===== src/rtl/serial_addsub_ctrl.sv =====
// Bit-serial add/subtract controller: one full-adder cell evaluated once per
// clock, LSB first, across a WIDTH-bit operation. Operands are latched on an
// accepted start; the result is published with a one-cycle done pulse.
module serial_addsub_ctrl #(
    parameter int unsigned WIDTH = 8
) (
    input  logic             clk,
    input  logic             rst_n,
    input  logic             start,
    input  logic             sub,
    input  logic [WIDTH-1:0] a,
    input  logic [WIDTH-1:0] b,
    output logic             busy,
    output logic             done,
    output logic [WIDTH-1:0] result,
    output logic             cout,
    output logic             overflow
);

    localparam int unsigned CW = $clog2(WIDTH);

    typedef enum logic [1:0] {StIdle, StRun, StDone} state_e;

    state_e state_q, state_d;

    logic [WIDTH-1:0] opa_q, opb_q;
    logic [WIDTH-2:0] sum_q;      // low result bits collected so far
    logic             carry_q;
    logic             c_msb_q;    // carry into the MSB, for signed overflow
    logic [CW-1:0]    count_q;
    logic [WIDTH-1:0] result_q;
    logic             cout_q;
    logic             ovf_q;

    logic             s;
    logic             carry_nxt;
    logic             last_bit;
    logic [WIDTH-1:0] sum_nxt;

    // Single shared full-adder cell and the shifted partial result.
    always_comb begin
        s         = opa_q[0] ^ opb_q[0] ^ carry_q;
        carry_nxt = (opa_q[0] & opb_q[0]) | (opa_q[0] & carry_q) | (opb_q[0] & carry_q);
        sum_nxt   = {s, sum_q};
        last_bit  = (count_q == CW'(WIDTH - 1));
    end

    // State register.
    always_ff @(posedge clk) begin
        if (!rst_n) begin
            state_q <= StIdle;
        end else begin
            state_q <= state_d;
        end
    end

    // Next-state logic; start is only honoured in idle.
    always_comb begin
        state_d = state_q;
        unique case (state_q)
            StIdle:  if (start) state_d = StRun;
            StRun:   if (last_bit) state_d = StDone;
            StDone:  state_d = StIdle;
            default: state_d = StIdle;
        endcase
    end

    // Datapath: operand latch, serial evaluation, result publication.
    always_ff @(posedge clk) begin
        if (!rst_n) begin
            opa_q    <= '0;
            opb_q    <= '0;
            sum_q    <= '0;
            carry_q  <= 1'b0;
            c_msb_q  <= 1'b0;
            count_q  <= '0;
            result_q <= '0;
            cout_q   <= 1'b0;
            ovf_q    <= 1'b0;
        end else begin
            unique case (state_q)
                StIdle: begin
                    if (start) begin
                        // Subtraction as a + ~b + 1.
                        opa_q   <= a;
                        opb_q   <= sub ? ~b : b;
                        carry_q <= sub;
                        count_q <= '0;
                    end
                end
                StRun: begin
                    carry_q <= carry_nxt;
                    sum_q   <= sum_nxt[WIDTH-1:1];
                    opa_q   <= opa_q >> 1;
                    opb_q   <= opb_q >> 1;
                    count_q <= count_q + CW'(1);
                    if (count_q == CW'(WIDTH - 2)) begin
                        c_msb_q <= carry_nxt;
                    end
                    if (last_bit) begin
                        result_q <= sum_nxt;
                        cout_q   <= carry_nxt;
                        ovf_q    <= c_msb_q ^ carry_nxt;
                    end
                end
                default: ;
            endcase
        end
    end

    // Status decoded straight from the state register.
    always_comb begin
        busy     = (state_q == StRun);
        done     = (state_q == StDone);
        result   = result_q;
        cout     = cout_q;
        overflow = ovf_q;
    end

endmodule


===== config.mk =====
export PLATFORM = sky130hd
export DESIGN_NAME = serial_addsub_ctrl
export DESIGN_NICKNAME = d
export VERILOG_FILES = /design/src/rtl/serial_addsub_ctrl.sv
export SDC_FILE = /design/constraint.sdc
export NUM_CORES = 1
export LEC_CHECK = 0
export ABC_AREA = 1
export BUFFER_PORTS_ARGS = -buffer_cell sky130_fd_sc_hd__buf_2
export CAP_MARGIN = 20
export CORE_AREA = 5 5 62 64
export CTS_CLUSTER_DIAMETER = 150
export DETAILED_ROUTE_END_ITERATION = 10
export DIE_AREA = 0 0 67 69
export PLACE_DENSITY = 0.82
export SYNTH_ARGS = -nofsm -noshare
export SYNTH_HDL_FRONTEND = slang
export SYNTH_SLANG_ARGS = --single-unit

===== constraint.sdc =====
create_clock -name clk -period 2.2 [get_ports clk]
set_input_delay 0.22 -clock clk [delete_from_list [all_inputs] [get_ports clk]]
set_output_delay 0.22 -clock clk [all_outputs]
set_load 0.01 [all_outputs]

# ---- After elaboration in Yosys (flattened, before gate mapping)
# Index checks and enable logic that the tools add are counted.
dict set report totals {
  register_bits 40
  out_inout_bits 12
  wordCells 44
  input_bits 20
}
dict set report op_classes {
  add_sub_neg 1
  bitwise 9
  reduce_logical 6
  eq_ne 6
  mux 12
}
# op count
set op_table {}
lappend op_table {{8-bit case mux with 2 select lines} 2}
lappend op_table {{8-bit 2-to-1 mux} 3}
lappend op_table {{8-bit NOT} 1}
lappend op_table {{2-bit AND reduction} 4}
lappend op_table {{3-bit equality test (second input constant)} 2}
lappend op_table {{3-bit case mux with 2 select lines} 1}
lappend op_table {{2-bit 2-to-1 mux} 2}
lappend op_table {{2-bit case mux with 2 select lines} 1}
lappend op_table {{3-bit by 1-bit adder with 3-bit output (second input constant)} 1}
lappend op_table {{1-bit AND} 3}
lappend op_table {{3-bit 2-to-1 mux} 1}
lappend op_table {{1-bit bitwise XOR} 3}
lappend op_table {{2-bit by 1-bit equality test with 1-bit output (second input constant)} 1}
lappend op_table {{2-bit equality test (second input constant)} 1}
lappend op_table {{2-bit zero test} 1}
lappend op_table {{2-bit by 1-bit inequality test with 1-bit output (second input constant)} 1}
lappend op_table {{2-bit inequality test (second input constant)} 1}
lappend op_table {{1-bit bitwise OR} 2}
lappend op_table {{1-bit case mux with 2 select lines} 1}
lappend op_table {{2-bit nonzero test} 1}
lappend op_table {{1-bit 2-to-1 mux} 1}

# ---- Logic depth before layout (Yosys ltp)
# Gate-level depths: netlist (run 1).
dict set report depth {
  word_depth 4
  mapped_depth 8
}

# ---- Worst setup path before layout (run 1)
# No wires, ideal clock.
dict set report synth_timing {
  path_type {register to register}
  startpoint {register opa_q[0]}
  endpoint {register ovf_q, in the netlist overflow}
  required_ps 2084
  arrival_ps 1087
  synth_period_minus_slack_ps 1202
  stages_incl_launch_ff 5
  path_buffers 0
  path_slack_ps 998
  path_cell_list {dfxtp_1 fa_1 xor2_1 nor2_1 nor2_1}
}
dict set report synth_between {
  elab_chain_cells 4
}
# item line
set synth_lines {}
lappend synth_lines {{start, declared} 26} ;# logic [WIDTH-1:0] opa_q, opb_q;
lappend synth_lines {{start signal, assigned} 94} ;# opa_q <= opa_q >> 1;
lappend synth_lines {{1-bit AND} 43} ;# carry_nxt = (opa_q[0] & opb_q[0]) | (opa_q[0] & carry_q) | (opb_q[0] & carry_q);
lappend synth_lines {{1-bit bitwise OR (*) (2 in a row)} 43}
lappend synth_lines {{named net carry_nxt} 36} ;# logic carry_nxt;
lappend synth_lines {{1-bit bitwise XOR (*)} 103} ;# ovf_q <= c_msb_q ^ carry_nxt;
lappend synth_lines {{end signal, assigned} 103}
lappend synth_lines {{end, declared} 33} ;# logic ovf_q;
# The timed path passes the listed nets; every way through them passes the cells marked *.
# A chain may end at the register's enable or synchronous reset.

# ---- Final worst setup path (run 1)
dict set report layout_timing {
  startpoint {register state_q[0]}
  endpoint {output busy}
}
dict set report layout_between {
  elab_chain_cells 1
}
# item line
set layout_lines {}
lappend layout_lines {{start, declared} 24} ;# state_e state_q, state_d;
lappend layout_lines {{start signal, assigned} 51} ;# state_q <= StIdle;
lappend layout_lines {{start signal, assigned} 53} ;# state_q <= state_d;
lappend layout_lines {{2-bit by 1-bit equality test with 1-bit output} 113} ;# busy = (state_q == StRun);
lappend layout_lines {{end, declared} 13} ;# output logic busy,
# No other way between the ends.

==> results.toml, run 1 <==
[outcome]
outcome = "complete, no violations"

[yosys]
synthDominantCellAreaShare_pct = 43.5
netlist_area_um2 = 1840
synthArstFlopShare_pct = 0
syn_avg_cell_area_um2 = 6.95
synth_fp_nets = 289
synth_flop_cell = "dfxtp_1"
synth_edf_count = 0
synth_cell_types = 24
synth_most_common_cell = "nand2_1"
syn_inst = 265
synth_top_area_cell = "dfxtp_1"
yosysWarnings = 0
synthTopCellsByCount = "nand2_1 (62), nor2_1 (56), dfxtp_1 (40)"
ys_seq_area_share_pct = 43.5
ys_ff_latch = 40
synth_area_leaders = "dfxtp_1 (44%), nand2_1 (13%), nor2_1 (11%), nand3_1 (8.2%), inv_1 (4.7%)"

[sta]
hold_slack_ns = 0.132
fmaxAchievable_ghz = 0.551
fin_crit_sh_pct = 82.5
tightest_slew_ns = 0.582
relSlewSlack_pct = 61.1
setup_violations = 0
rsz0062_at_grt = "false"
drv_slew = 0
final.setup.tns_ns = 0
post-route-min-period_ns = 1.82
clock_skew_ns = 0.0136
hold_viol = 0

[clocking]
cts_buffers = 5
post-cts-setup-buffer-count = 0
clock-sinks = 40
worst_skew_pair.late_latency_ns = 0.35
clock_path_buffers = 2
h-tree-depth = 2
cts_root_buf = "clkbuf_4"
cts_tree = "built"
clk_pin_slew_ns = 0.11
holdBufCountCts = 0
ctsResizeCount = 0

[global_routing]
grt_pass1_vias = 1476
grt_use_total_pct = 17.0
antenna_found_initial = 0
overflow = 0
grt_pass1_wl_um = 6280
grt_max_degree = 27

[route]
drc = 0
via_count = 1667
avgRoutedWirePerCell_um = 10.9
dr.first_iter.drc_count = 128
wirelength_um = 3720
vias_per_cell = 4.87
ant_nets = 0
first_pass_iters = 4

[power]
ir_drop_mv = 0.472
power.density_nw_per_um2 = 693
power_leakage_uw = 0.00107
power_uw = 1450

[placement]
gp_congestion = 0.717
placed_cells = 334
port_buffers = 31
hpwl_um = 2540

[cells_and_area]
nets = 319
area_growth_syn_to_layout_pct = 13.4
utilization_pct = 64.6
fillerInstances = 287
drive_gt1_share_pct = 17.9
diodes = 0
stdcell_count = 342

[worst_setup_path]
start_kind = "register"
critPathTopFamily = "flip-flops"
required_ns = 1.98
critPathMaxStageDelay_ns = 0.47
cp_data_arrival_time_ns = 1.60
cp_max_fo = 26
crit_chain = "inv_2, nor2_4, buf_2"
worstSetupPathType = "reg -> out"
cp_slowest_cell = "dfxtp_1"
endpoint_kind = "output port"
crit_buf_inv = 2

[floorplan]
core_um2 = 3230
rows = 21
io_pins = 32
die_area_um2 = 4620
start_util_pct = 56.9
die_h_um = 69
dieWidth_um = 67

[run]
drv_cap = 0

[worst_hold_path]
hold_class = "in -> reg"
-- routing by layer --
metal | track usage [%] | vias to the layer above | part of all wire (%)
li1 | - | 886 | -
met1 | 21.7 | 734 | 47
met2 | 27.5 | 41 | 47
met3 | 4.55 | 6 | 5.0
met4 | 5.41 | 0 | 1.2
met5 | 0 | - | 0
-- area by class of cell --
cell class	instances	area [um2]	share of cell area, %
Tap cell	46	57.6	2.76
Multi-Input combinational cell	188	877	42.0
Clock inverter	3	42.5	2.04
Sequential cell	40	801	38.4
Timing Repair Buffer	33	170	8.15
Inverter	27	101	4.86
Clock buffer	5	37.5	1.80
-- worst reg2reg max path, stage by stage (launching register included) --
cell and delay (ns):
dfxtp_1 0.47, inv_2 0.07, nor2_4 0.46, nand2_1 0.13
nand2_1 0.10, nor2_1 0.04, nor2_1 0.09
-- cells in the final DEF (no fill, tap or decap) --
cell        instances
fa_1                1
a211oi_2            2
nand2_4             1
clkinv_1            1
nor2_2              1
nand2_2             2
o21ai_0            15
dfxtp_1            40
buf_4               2
inv_1              23
o21ai_1             1
ha_1                3
xor2_1              2
nand3_1            30
inv_2               3
clkbuf_4            5
bufinv_16           1
clkinv_2            1
a21oi_1             8
nor2_1             56
nand2_1            62
clkinvlp_4          1
buf_2              31
or2_2               1
nor3_1              1
nor2_4              2
-- flip-flops by register name, indices dropped and copies added, names as in the netlist --
name / count
opb_q: 8
carry_q: 1
result: 8
c_msb_q: 1
count_q: 3
cout: 1
opa_q: 8
state_q: 2
sum_q: 7
overflow: 1
-- power breakdown --
group | internal (uW) | switching, uW
Clock | 237 | 244
Sequential | 760 | 22.9
Combinational | 66.0 | 115
Total | 1060 | 382
-- through the flow --
| stage | worst slack [ns] | instance area, um2 |
|---|---|---|
| final | 0.384 | 2090 |
| after global routing | 0.273 | 2090 |
| after CTS | 0.383 | 2090 |
| after detailed placement | 0.772 | 2010 |
| after global placement | 0.802 | 2010 |
| after floorplan | 0.998 | 1840 |
-- kinds of logic (layout without fill, tap and decap cells) --
kind of cell / count (synthesis) / after routing / share of synthesized area (%)
and+or+nand+nor: 156 / 156 / 35.7
buffers and inverters: 37 / 68 / 8.84
AOI/OAI and AO/OA: 26 / 26 / 7.89
adders and majority gates: 4 / 4 / 3.13
xor gates and xnor gates: 2 / 2 / 0.952
DFF: 40 / 40 / 43.5
-- worst paths after layout --
kind / start / endpoint / slack, ns / cells after the start
worst max-delay path: state_q[0] / busy / 0.38 / 3
worst min-delay path: a[7] / opa_q[7] / 0.13 / 3
worst max register to register: state_q[0] / opb_q[4] / 0.78 / 6
worst min register to register: result[2] / result[2] / 0.49 / 2
Power figures use the tool's default switching activity.
==> inputs of run 2 (changes only) <==
Settings changed: CORE_AREA 5 5 62 64 to 5 5 64 66, DIE_AREA 0 0 67 69 to 0 0 69 71, PLACE_DENSITY 0.82 to 0.77.
Clock period 2.2 ns to 1.77 ns, I/O delays scaled along.
==> results.toml, run 2 (synthesis results as in run 1) <==
[worst_setup_path]
cp_max_fo = 15
cp_data_arrival_time_ns = 1.39
timing.rr.start = "count_q[0]"
required_ns = 1.59
start_kind = "register"
worstSetupPathType = "reg -> out"
critPathLaunch = "state_q[0]"
endpoint_kind = "output port"

[route]
ant_nets = 0
avgRoutedWirePerCell_um = 11.2
dr.first_iter.drc_count = 83
vias_per_cell = 4.82
via_count = 1677
wirelength_um = 3890
drc = 0
first_pass_iters = 5

[floorplan]
start_util_pct = 52.2
die_h_um = 71
rows = 22
core_um2 = 3520
die_area_um2 = 4900
dieWidth_um = 69
io_pins = 32

[global_routing]
met2_usage_pct = 28.0
grt_max_degree = 27
antenna_found_initial = 0
busiest_layer = "met2"
grt_pass1_wl_um = 6530
met1_usage_pct = 19.4
grt_pass1_vias = 1528
grt.met3_usage_pct = 4.83
overflow = 0
grt_use_total_pct = 16.3

[worst_hold_path]
hold_class = "in -> reg"
min_from = "a[7]"

[cells_and_area]
drive_gt1_share_pct = 18.7
diodes = 0
layout_common_cells = "nand2_1 (62), nor2_1 (56), dfxtp_1 (40)"
layout.cells.most_common = "nand2_1"
nets = 323
area_growth_syn_to_layout_pct = 15.6
postLayoutCellArea_um2 = 2130

[run]
drv_cap = 0

[sta]
fmaxAchievable_ghz = 0.637
rsz0062_at_grt = "false"
relSlewSlack_pct = 72.0
final.setup.tns_ns = 0
drv_slew = 0
post-route-min-period_ns = 1.57
setup_violations = 0
clock_skew_ns = 0.00856
fin_crit_sh_pct = 88.6
tightest_slew_ns = 0.417
worst_slack_ns = 0.201
hold_viol = 0

[placement]
hpwl_um = 2700
port_buffers = 31
gp_congestion = 0.713
place_worst_setup_slack_ns = 0.381
postPlaceCellArea_um2 = 2030

[clocking]
clk_pin_slew_ns = 0.11
cts_tree = "built"
holdBufCountCts = 0
clock-sinks = 40
h-tree-depth = 2
cts_root_buf = "clkbuf_4"
ctsResizeCount = 0
worst_skew_pair.late_latency_ns = 0.35
cts_buffers = 5
clock_path_buffers = 2
post-cts-setup-buffer-count = 0

[power]
ir_drop_mv = 0.401
power_leakage_uw = 0.00110
power.density_nw_per_um2 = 850

[outcome]
outcome = "complete, no violations"
## run 2: final cells by class
type	instances	area [um2]
fill	358	1400
tap	48	60.1
clock inverter	2	35.0
clock buffer	6	41.3
inverter	27	101
multi-input combinational	188	877
sequential	40	801
timing repair buffer	37	213
## run 2: worst max-delay path, stage by stage, from the launching register on
cell and delay [ns]:
dfxtp_1 0.47, inv_2 0.07, nor2_4 0.19, buf_12 0.17
buf_2 0.13
## run 2: final timing paths
path | to | slack, ns | cells after the start
worst max-delay path | busy | 0.20 | 4
worst min-delay path | opa_q[7] | 0.08 | 3
worst max register to register | result[7] | 0.36 | 7
worst min register to register | cout | 0.49 | 2
## run 2: through the flow
| stage | util [%] | instances | hold slack [ns] | power (uW) |
|---|---|---|---|---|
| final | 60.4 | 348 | 0.0828 | 1810 |
| after global routing | 60.4 | 348 | 0.0786 | 1910 |
| after CTS | 59.8 | 345 | 0.0824 | 1810 |
| after detailed placement | 57.6 | 337 | 0.457 | 1230 |
| after global placement | 57.6 | 337 | 0.456 | 1220 |
| after floorplan | - | 265 | 0.315 | 1160 |
## run 2: where the power goes
part / internal, uW / total, uW / switching [uW]
clock network: 296 / 591 / 295
registers: 945 / 974 / 29.1
logic: 96.2 / 244 / 148
total: 1340 / 1810 / 472
## run 2: routing by layer
metal  vias up  routed length, um
met5         -                  0
met1       731               1810
met3         5                235
li1        898                  -
met4         0                 59
met2        43               1780
==> inputs of run 3 (changes only) <==
Settings changed: RECOVER_POWER from default to 50.
==> results.toml, run 3 (synthesis results as in run 1) <==
[outcome]
outcome = "complete, no violations"

[clocking]
holdBufCountCts = 0
worst_skew_pair.late_latency_ns = 0.35
cts_root_buf = "clkbuf_4"
cts_tree = "built"
clk_pin_slew_ns = 0.11
clock-sinks = 40
clock_path_buffers = 2
cts_buffers = 5
h-tree-depth = 2

[worst_setup_path]
crit_buf_inv = 3
cp_max_fo = 15
crit_chain = "inv_2, nor2_4, buf_12, buf_2"
critPathLaunch = "state_q[0]"
required_ns = 1.59
critPathMaxStageDelay_ns = 0.47
start_kind = "register"
endpoint_kind = "output port"
worstSetupPathType = "reg -> out"
cp_slowest_cell = "dfxtp_1"
critPathTopFamily = "flip-flops"
ff2ff_path_depth = 6
crit_cells = 4
cp_data_arrival_time_ns = 1.39
timing.rr.start = "state_q[1]"

[global_routing]
grt_max_degree = 27
overflow = 0
grt_use_total_pct = 16.3
antenna_found_initial = 0
grt_pass1_wl_um = 6530
grt_pass1_vias = 1528

[cells_and_area]
drive_gt1_share_pct = 15.0
layout.cells.most_common = "nand2_1"
area_growth_syn_to_layout_pct = 15.0
diodes = 0
fillerInstances = 359
layout_common_cells = "nand2_1 (62), nor2_1 (56), dfxtp_1 (40)"
utilization_pct = 60.0
nets = 323

[route]
avgRoutedWirePerCell_um = 11.2
dr.first_iter.drc_count = 86
ant_nets = 0
first_pass_iters = 4
drc = 0
vias_per_cell = 4.82
via_count = 1679
wirelength_um = 3900

[worst_hold_path]
min_from = "a[7]"
hold_class = "in -> reg"
holdPathStages = 3

[sta]
hold_viol = 0
rsz0062_at_grt = "false"
fmaxAchievable_ghz = 0.637
tightest_slew_ns = 0.423
fin_crit_sh_pct = 88.7
setup_violations = 0
drv_slew = 0
clock_skew_ns = 0.00701
final.setup.tns_ns = 0
relSlewSlack_pct = 71.6
post-route-min-period_ns = 1.57

[placement]
gp_congestion = 0.713
hpwl_um = 2700
port_buffers = 31

[floorplan]
die_area_um2 = 4900
dieWidth_um = 69
die_h_um = 71
core_um2 = 3520
rows = 22
start_util_pct = 52.2
io_pins = 32

[run]
drv_cap = 0

[power]
ir_drop_mv = 0.401
power_leakage_uw = 0.00105
power.density_nw_per_um2 = 854
[run 3: cell types whose count changed in the layout (fill, tap and decap cells not counted), sizes merged]
cell    change
buf        -10
clkbuf     +10
[run 3: worst paths after layout]
| kind | end | slack [ns] |
|---|---|---|
| hold / removal | opa_q[7] | 0.08 |
| setup / recovery | busy | 0.20 |
| hold reg to reg | cout | 0.49 |
| setup reg to reg | opa_q[6] | 0.34 |
[run 3: area by class of cell]
type,instances,area [um2],area share (%)
Clock buffer,6,41.3,1.95
Clock inverter,2,35.0,1.66
Inverter,27,101,4.79
Multi-Input combinational cell,188,877,41.5
Sequential cell,40,801,37.8
Tap cell,48,60.1,2.84
Timing Repair Buffer,37,200,9.46
[run 3: repair_timing]
| action | 4_1_cts | 5_1_grt |
|---|---|---|
| setup buffers | 0 | 3 |
| resized for setup | 0 | 0 |
| setup endpoints to repair | 0 | 1 |
[run 3: worst min-delay path: stages]
cell and delay (ns):
buf_2 0.10, nand2_1 0.06, a21oi_1 0.05
[run 3: through the flow]
stage / hold WS, ns / instances / worst slack, ns / instance area [um2] / total power (uW)
3_5_place_dp: 0.457 / 337 / 0.381 / 2030 / 1230
2_1_floorplan: 0.315 / 265 / 0.568 / 1840 / 1160
3_3_place_gp: 0.456 / 337 / 0.451 / 2030 / 1220
6_report: 0.0817 / 348 / 0.201 / 2120 / 1810
4_1_cts: 0.0824 / 345 / 0.0911 / 2110 / 1810
5_1_grt: 0.0786 / 348 / 0.0883 / 2120 / 1910
[run 3: power by group]
group	switching [uW]	total, uW	leakage (uW)	internal [uW]
Clock	294	590	0.0000422	296
Sequential	29.1	974	0.000327	945
Combinational	148	244	0.000684	96.3
[run 3: metal layers]
layer / share of wire, % / GRT usage (%) / wire, um
met1: 46 / 19.4 / 1790
met5: 0 / 0 / 0
met3: 6.6 / 4.83 / 257
met4: 1.5 / 5.86 / 59
met2: 46 / 28.0 / 1800
